--- src/rtl/operand_pattern_gen.sv ---
// operand_pattern_gen: stimulus source for the 2-bit operand block `behave`.
// Replays an alternating invert-a / invert-b operand sequence, presenting each
// pair over a valid/ready handshake, with a programmable idle gap after each
// accepted pair.
// Optional build macro: OPGEN_LOOP_EN -- restart from the initial pair after the
// final accept instead of stopping in DONE.
module operand_pattern_gen #(
    parameter int unsigned WIDTH     = 2,
    parameter logic [WIDTH-1:0] INIT_A = 1,
    parameter logic [WIDTH-1:0] INIT_B = 0,
    parameter int unsigned HOLD_A    = 50,
    parameter int unsigned HOLD_B    = 100,
    parameter int unsigned NUM_STEPS = 4,
    parameter int unsigned CNT_W     = 8
) (
    input  logic             clk,
    input  logic             rst_n,
    input  logic             start,
    input  logic             abort,
    input  logic             out_ready,
    output logic             out_valid,
    output logic [WIDTH-1:0] a,
    output logic [WIDTH-1:0] b,
    output logic             busy,
    output logic             done
);

    localparam int unsigned K_W = (NUM_STEPS < 1) ? 1 : $clog2(NUM_STEPS + 1);

    typedef enum logic [1:0] {
        S_IDLE,
        S_PRESENT,
        S_WAIT,
        S_DONE
    } state_t;

    state_t           state;
    state_t           state_nxt;
    logic [K_W-1:0]   k;
    logic [CNT_W-1:0] timer;

    logic do_clear;
    logic do_load;
    logic do_arm;
    logic do_step;

    // State register.
    always_ff @(posedge clk) begin
        if (!rst_n) begin
            state <= S_IDLE;
        end else begin
            state <= state_nxt;
        end
    end

    // Next-state decode and datapath strobes; abort overrides everything.
    always_comb begin
        state_nxt = state;
        do_clear  = 1'b0;
        do_load   = 1'b0;
        do_arm    = 1'b0;
        do_step   = 1'b0;
        if (abort) begin
            state_nxt = S_IDLE;
            do_clear  = 1'b1;
        end else begin
            case (state)
                S_IDLE, S_DONE: begin
                    if (start) begin
                        state_nxt = S_PRESENT;
                        do_load   = 1'b1;
                    end
                end
                S_PRESENT: begin
                    if (out_ready) begin
                        if (k == K_W'(NUM_STEPS)) begin
`ifdef OPGEN_LOOP_EN
                            state_nxt = S_PRESENT;
                            do_load   = 1'b1;
`else
                            state_nxt = S_DONE;
`endif
                        end else begin
                            state_nxt = S_WAIT;
                            do_arm    = 1'b1;
                        end
                    end
                end
                S_WAIT: begin
                    if (timer == CNT_W'(1)) begin
                        state_nxt = S_PRESENT;
                        do_step   = 1'b1;
                    end
                end
                default: begin
                    state_nxt = S_IDLE;
                end
            endcase
        end
    end

    // Operand, pair index and hold-timer registers.
    always_ff @(posedge clk) begin
        if (!rst_n || do_clear) begin
            a     <= '0;
            b     <= '0;
            k     <= '0;
            timer <= '0;
        end else if (do_load) begin
            a     <= INIT_A;
            b     <= INIT_B;
            k     <= '0;
            timer <= '0;
        end else if (do_arm) begin
            timer <= k[0] ? CNT_W'(HOLD_B) : CNT_W'(HOLD_A);
        end else if (do_step) begin
            if (k[0]) begin
                b <= ~b;
            end else begin
                a <= ~a;
            end
            k     <= k + K_W'(1);
            timer <= '0;
        end else if (state == S_WAIT) begin
            timer <= timer - CNT_W'(1);
        end
    end

    assign out_valid = (state == S_PRESENT);
    assign busy      = (state == S_PRESENT) || (state == S_WAIT);
    assign done      = (state == S_DONE);

endmodule

--- config.mk ---
export PLATFORM = sky130hd
export DESIGN_NAME = operand_pattern_gen
export DESIGN_NICKNAME = d
export VERILOG_FILES = /design/src/rtl/operand_pattern_gen.sv
export SDC_FILE = /design/constraint.sdc
export NUM_CORES = 1
export LEC_CHECK = 0
export CAP_MARGIN = 20
export CORE_ASPECT_RATIO = 0.75
export CORE_MARGIN = 3
export CORE_UTILIZATION = 40
export CTS_BUF_LIST = sky130_fd_sc_hd__clkbuf_16
export DETAILED_ROUTE_END_ITERATION = 8
export GPL_TIMING_DRIVEN = 0
export PLACE_DENSITY = 0.72
export SLEW_MARGIN = 25
export SYNTH_ARGS = -nofsm -noshare
export SYNTH_HDL_FRONTEND = slang
export SYNTH_SLANG_ARGS = --single-unit
--- constraint.sdc ---
create_clock -name clk -period 2.9 [get_ports clk]
set_input_delay 0.725 -clock clk [delete_from_list [all_inputs] [get_ports clk]]
set_output_delay 0.725 -clock clk [all_outputs]
set_load 0.02 [all_outputs]
==> summary.md, run 1 <==
| Metric | Value |
|---|---|
| Status | `complete, no violations` |
| Asr flop ratio synth | `0` |
| Core area | `2140 um^2` |
| First-pass DRT Iterations | `4` |
| Seq cells post-synth | `17` |
| CP Launch Point | `k[0]` |
| Worst path bufs/invs | `1` |
| Cell Area, Synth | `966 um^2` |
| 1st-iter DRT viols | `55` |
| DRC | `0` |
| CP Depth | `6` |
| Root buffer selected by CTS | `clkbuf_16` |
| Post-synth net total | `127` |
| Crit-path cells | `clkinv_1 -> ha_1 -> a21boi_0 -> a31oi_1 -> or4b_2 -> a21oi_1` |
| GP Congestion | `0.805` |
| Ant diodes | `0` |
| Worst-path clk slew | `0.05 ns` |
| Via count | `877` |
| Final Hold Vio Count | `0` |
| Max Cap Viol | `0` |
| Crit-path max cell delay | `0.69 ns` |
| RSZ-0062 raised after global routing | `false` |
| Slowest CP cell | `or4b_2` |
| Fmax | `377 MHz` |
| Max_slew headroom | `0.589` |
| Main flop type after synthesis | `dfxtp_1` |
| Least-Margin Pin Slew | `0.613 ns` |
| Vias/cell | `5.41` |
| Worst skew pair latency | `0.25 ns` |
| Leak | `0.437 nW` |
| Post-Synthesis Cells | `115` |
| Setup TNS | `0 ns` |
| Unique masters post-synth | `37` |
| Worst Path Arrival | `2.83 ns` |
| HPWL after detailed placement | `1630 um` |
| Tmin final | `2.65 ns` |
| Worst Path Required | `3.08 ns` |
| Mean Syn Cell Area | `8.40 um^2` |
| Hold_buf cts | `0` |
| Vias in the first global route | `809` |
| Post-CTS Setup Bufs | `0` |
| Layout cells sized above 1 | `0.0692` |
| Post-synth EDFFs | `0` |
| VDD IR-drop max | `0.389 mV` |
| Slew Limit Fails | `0` |
| Die width | `62.7 um` |
| Synthesis-to-finish area growth | `23.8%` |
| Wire per inst | `13.4 um` |
| Design area | `1200 um^2` |
| Worst Hold Class | `register to register` |
| Antenna violations before repair | `0` |
| Overall routed net length | `2180 um` |
| Die area | `3050 um^2` |
| CP Launch Type | `register` |
| PostCTS Resize Cnt | `0` |
| Die Span Y | `48.6 um` |
| GRT overflow | `0` |
| Largest net degree at the start of global routing | `11` |
| Initial Utilization | `0.452` |
| R2R Path Start | `k[0]` |
| CTS H-tree lvls | `1` |
| Commonest non-fill, non-tap cell in the layout | `dfxtp_1` |
| Detail Route Antenna Nets | `0` |
| Pwr dens | `475 nW/um^2` |
| Skew final | `0.00175 ns` |
| CTS tree | `built` |
| Number of primary I/O pins | `12` |
| Tcrit/Tclk final | `0.915` |
| Endpoints failing setup | `0` |
| IO buf count | `11` |
| Cell family with most CP delay | `compound AO/OA/AOI/OAI gates` |
| Total GRT Usage | `0.152` |
| R2r endpoint | `timer[7]` |
| Max Fanout on Critical Path | `8` |
| Total CTS buffers | `3` |
| Critical path endpoint | `timer[7]` |
| R2R cell count | `6` |
| Register area share after synthesis | `0.352` |
| Flop2flop setup slack | `0.25 ns` |
| Synthesis Warnings | `0` |
| Setup crit end kind | `register` |
| First-pass GRT wire length | `3710 um` |
| Fillers | `208` |
| Row cnt | `14` |
| Most frequent cells in the layout | `dfxtp_1, inv_1, o21ai_0, clkdlybuf4s50_1, a21oi_1` |
| Clock Path Buffers | `2` |
| Placed Area | `1120 um^2` |
| Critical path start-end classification | `register to register` |
| Final layout net count | `143` |
| TritonCTS Sinks | `17` |
-- per-layer routing --
| metal | track usage | up-vias | share of wire |
|---|---|---|---|
| met2 | 0.228 | 23 | 0.44 |
| met1 | 0.202 | 399 | 0.50 |
| li1 | - | 450 | - |
| met5 | 0 | - | 0 |
| met4 | 0.0623 | 0 | 0.017 |
| met3 | 0.0463 | 5 | 0.046 |
-- worst min-delay path by stage --
| stage | start | to | slack [ns] | depth (start not counted) |
|---|---|---|---|---|
| finish | timer[7] | timer[7] | 0.49 | 2 |
| global route | k[2] | k[2] | 0.52 | 2 |
| CTS | timer[7] | timer[7] | 0.50 | 2 |
| detailed placement | a[1] | a[1] | 0.48 | 2 |
| global placement | k[2] | k[2] | 0.47 | 2 |
| floorplan | k[2] | k[2] | 0.46 | 2 |
-- worst min-delay path, stage by stage, from the launching register on --
cell and delay (ns):
dfxtp_1 0.33, o41ai_1 0.07, a21oi_1 0.05
-- cell usage after synthesis, types with 2 or more instances --
cell type  number  area, um^2
dfxtp_1        17         340
inv_1          12        45.0
o21ai_0        11        55.1
a21oi_1         9        45.0
ha_1            7        87.6
nor2_1          7        26.3
or3_1           7        43.8
nand2_1         4        15.0
a31oi_1         3        18.8
clkbuf_1        3        11.3
nand3_1         3        15.0
a21boi_0        2        15.0
and3_1          2        12.5
mux2i_1         2        20.0
or3_2           2        15.0
or4_1           2        15.0
xnor2_1         2        17.5
-- report_power, final --
| group | leakage [nW] | switching (W) | internal [W] |
|---|---|---|---|
| Combinational | 0.259 | 0.0000285 | 0.0000234 |
| Clock | 0.0409 | 0.0000914 | 0.000185 |
| Sequential | 0.137 | 0.00000274 | 0.000237 |
| Total | 0.437 | 0.000123 | 0.000445 |
-- through the flow --
| step | hold WS (ns) | power [W] | instances | utilization | setup WS [ns] |
|---|---|---|---|---|---|
| 6_report | 0.495 | 0.000568 | 162 | 0.560 | 0.248 |
| 4_1_cts | 0.498 | 0.000573 | 162 | 0.560 | 0.250 |
| 3_5_place_dp | 0.485 | 0.000296 | 158 | 0.522 | 0.179 |
| 5_1_grt | 0.516 | 0.000592 | 162 | 0.560 | 0.0353 |
| 2_1_floorplan | 0.455 | 0.000276 | 115 | - | 0.670 |
| 3_3_place_gp | 0.467 | 0.000295 | 158 | 0.522 | 0.200 |
-- cell type report --
cell class	count	area, um^2	area share
Tap cell	32	40.0	0.0335
Clock inverter	1	5.00	0.00418
Buffer	4	22.5	0.0188
Clock buffer	3	75.1	0.0628
Multi-Input combinational cell	81	554	0.463
Timing Repair Buffer	11	110	0.0921
Sequential cell	17	340	0.285
Inverter	13	48.8	0.0408
-- flip-flops by register name (all words and copies together), names as in the netlist --
name / flops
timer: 8
state: 2
k: 3
a: 2
b: 2
-- logic make-up after synthesis --
kind of cell	Yosys count	share of synthesized area
xor+xnor	2	0.0181
flops	17	0.352
simple gates	33	0.199
compound gates	37	0.245
fa+ha+maj	7	0.0907
mux	2	0.0207
buf+inv	17	0.0738
(Power assumes the default switching activity.)
==> inputs of run 2 (changes only) <==
--- a/config.mk
+++ b/config.mk
@@ -11,7 +11,7 @@
 export CORE_UTILIZATION = 40
 export CTS_BUF_LIST = sky130_fd_sc_hd__clkbuf_16
 export DETAILED_ROUTE_END_ITERATION = 8
-export GPL_TIMING_DRIVEN = 0
+export GPL_TIMING_DRIVEN = 1
 export PLACE_DENSITY = 0.72
 export SLEW_MARGIN = 25
 export SYNTH_ARGS = -nofsm -noshare
==> summary.md, run 2 (same netlist as run 1, synthesis figures left out) <==
| Metric | Value |
|---|---|
| Max Fanout on Critical Path | `13` |
| Max reg flops | `8` |
| First-pass DRT Iterations | `4` |
| Clock Path Buffers | `2` |
| Crit-path cells | `clkdlybuf4s50_1 -> or4_1 -> a2111o_1 -> or3_1 -> a311oi_1` |
| Largest net degree at the start of global routing | `14` |
| Status | `complete, no violations` |
| Slowest CP cell | `a2111o_1` |
| Vias/cell | `5.50` |
| Most flops, register | `timer` |
| Synthesis-to-finish area growth | `23.7%` |
| CTS H-tree lvls | `1` |
| PostCTS Resize Cnt | `0` |
| Critical path start-end classification | `input port to register` |
| Wire per inst | `13.4 um` |
| Critical path endpoint | `a[0]` |
| Commonest non-fill, non-tap cell in the layout | `dfxtp_1` |
| Die area | `3050 um^2` |
| Initial Utilization | `0.452` |
| Final Hold Vio Count | `0` |
| Worst skew pair latency | `0.25 ns` |
| Dpl cells | `157` |
| CTS tree | `built` |
| First-pass GRT wire length | `3890 um` |
| Number of primary I/O pins | `12` |
| Row cnt | `14` |
| Final layout net count | `142` |
| Antenna violations before repair | `0` |
| Total CTS buffers | `3` |
| Max_slew headroom | `0.749` |
| Worst Hold Class | `register to register` |
| Leak | `0.443 nW` |
| Post-route insts no fill | `161` |
| R2r endpoint | `a[0]` |
| Die width | `62.7 um` |
| Via count | `885` |
| Tcrit/Tclk final | `0.864` |
| Overall routed net length | `2150 um` |
| Flop2flop setup slack | `0.54 ns` |
| GRT overflow | `0` |
| 1st-iter DRT viols | `66` |
| Least-Margin Pin Slew | `0.375 ns` |
| RSZ-0062 raised after global routing | `false` |
| Max Cap Viol | `0` |
| Root buffer selected by CTS | `clkbuf_16` |
| Detail Route Antenna Nets | `0` |
| Core area | `2140 um^2` |
| Largest regs | `timer x8, k x3` |
| Slew Limit Fails | `0` |
| Vias in the first global route | `838` |
| Hold Slack | `0.487 ns` |
| Setup TNS | `0 ns` |
| R2R Path Start | `timer[1]` |
| Finished Core Util | `0.559` |
| Layout cells sized above 1 | `0.0775` |
| GP Congestion | `0.757` |
| Fmax | `399 MHz` |
| Skew final | `0.00522 ns` |
| TritonCTS Sinks | `17` |
| Die Span Y | `48.6 um` |
| Hold_buf cts | `0` |
| VDD IR-drop max | `0.239 mV` |
| Endpoints failing setup | `0` |
| Worst Path Arrival | `2.66 ns` |
| Tot Pwr | `0.000568 W` |
| Crit-path max cell delay | `0.47 ns` |
| DRC | `0` |
| R2R cell count | `6` |
| Setup crit end kind | `register` |
| IO buf count | `11` |
| Worst Path Required | `3.05 ns` |
| Worst-path clk slew | `0.05 ns` |
| CP Launch Type | `input port` |
| Post-CTS Setup Bufs | `0` |
| Ant diodes | `0` |
| Total GRT Usage | `0.158` |
| HPWL after detailed placement | `1620 um` |
| Most frequent cells in the layout | `dfxtp_1, inv_1, o21ai_0, clkdlybuf4s50_1, a21oi_1` |
| CP Launch Point | `abort` |
| Tmin final | `2.50 ns` |
| Pwr dens | `476 nW/um^2` |
-- run 2: how the worst min path moves through the flow --
stage	start	end	slack [ns]	cells after the start
after detailed placement	b[1]	b[1]	0.48	2
after CTS	k[2]	k[2]	0.49	2
after floorplan	k[2]	k[2]	0.46	2
after global placement	k[2]	k[2]	0.47	2
final	k[2]	k[2]	0.49	2
after global routing	k[2]	k[2]	0.52	2
-- run 2: where the power goes --
part	total, W	switching, W	internal [W]
registers	0.000240	0.00000291	0.000237
clock network	0.000274	0.0000912	0.000183
logic	0.0000540	0.0000285	0.0000255
-- run 2: final cells by class --
cell class	count	area, um^2
Fill cell	225	942
Multi-Input combinational cell	81	554
Sequential cell	17	340
Timing Repair Buffer	14	133
Clock buffer	3	75.1
Inverter	13	48.8
Tap cell	32	40.0
Clock inverter	1	3.75
-- run 2: worst max-delay path: cells and delay by family --
family	cells	cell delay, ns
buffers and inverters	1	0.41
AOI/OAI and AO/OA	2	0.74
and+or+nand+nor	2	0.79
-- run 2: per-stage QoR --
| step | instance area (um^2) | setup slack, ns |
|---|---|---|
| after CTS | 1190 | 0.378 |
| after global routing | 1190 | 0.264 |
| after global placement | 1120 | 0.213 |
| final | 1190 | 0.396 |
| after detailed placement | 1120 | 0.138 |
| after floorplan | 966 | 0.670 |
-- run 2: layer usage --
layer | vias to the layer above | part of all wire | track usage
met5 | - | 0 | 0
met4 | 0 | 0.013 | 0.0440
met3 | 4 | 0.058 | 0.0509
met2 | 26 | 0.46 | 0.246
met1 | 411 | 0.47 | 0.208
li1 | 444 | - | -
==> inputs of run 3 (changes only) <==
--- a/config.mk
+++ b/config.mk
@@ -5,7 +5,7 @@
 export SDC_FILE = /design/constraint.sdc
 export NUM_CORES = 1
 export LEC_CHECK = 0
-export CAP_MARGIN = 20
+export CAP_MARGIN = 40
 export CORE_ASPECT_RATIO = 0.75
 export CORE_MARGIN = 3
 export CORE_UTILIZATION = 40
@@ -13,6 +13,7 @@
 export DETAILED_ROUTE_END_ITERATION = 8
 export GPL_TIMING_DRIVEN = 1
 export PLACE_DENSITY = 0.72
+export SKIP_LAST_GASP = 1
 export SLEW_MARGIN = 25
 export SYNTH_ARGS = -nofsm -noshare
 export SYNTH_HDL_FRONTEND = slang
==> results of run 3 <==
No change in the layout: final DEF, timing and power equal those of run 2.
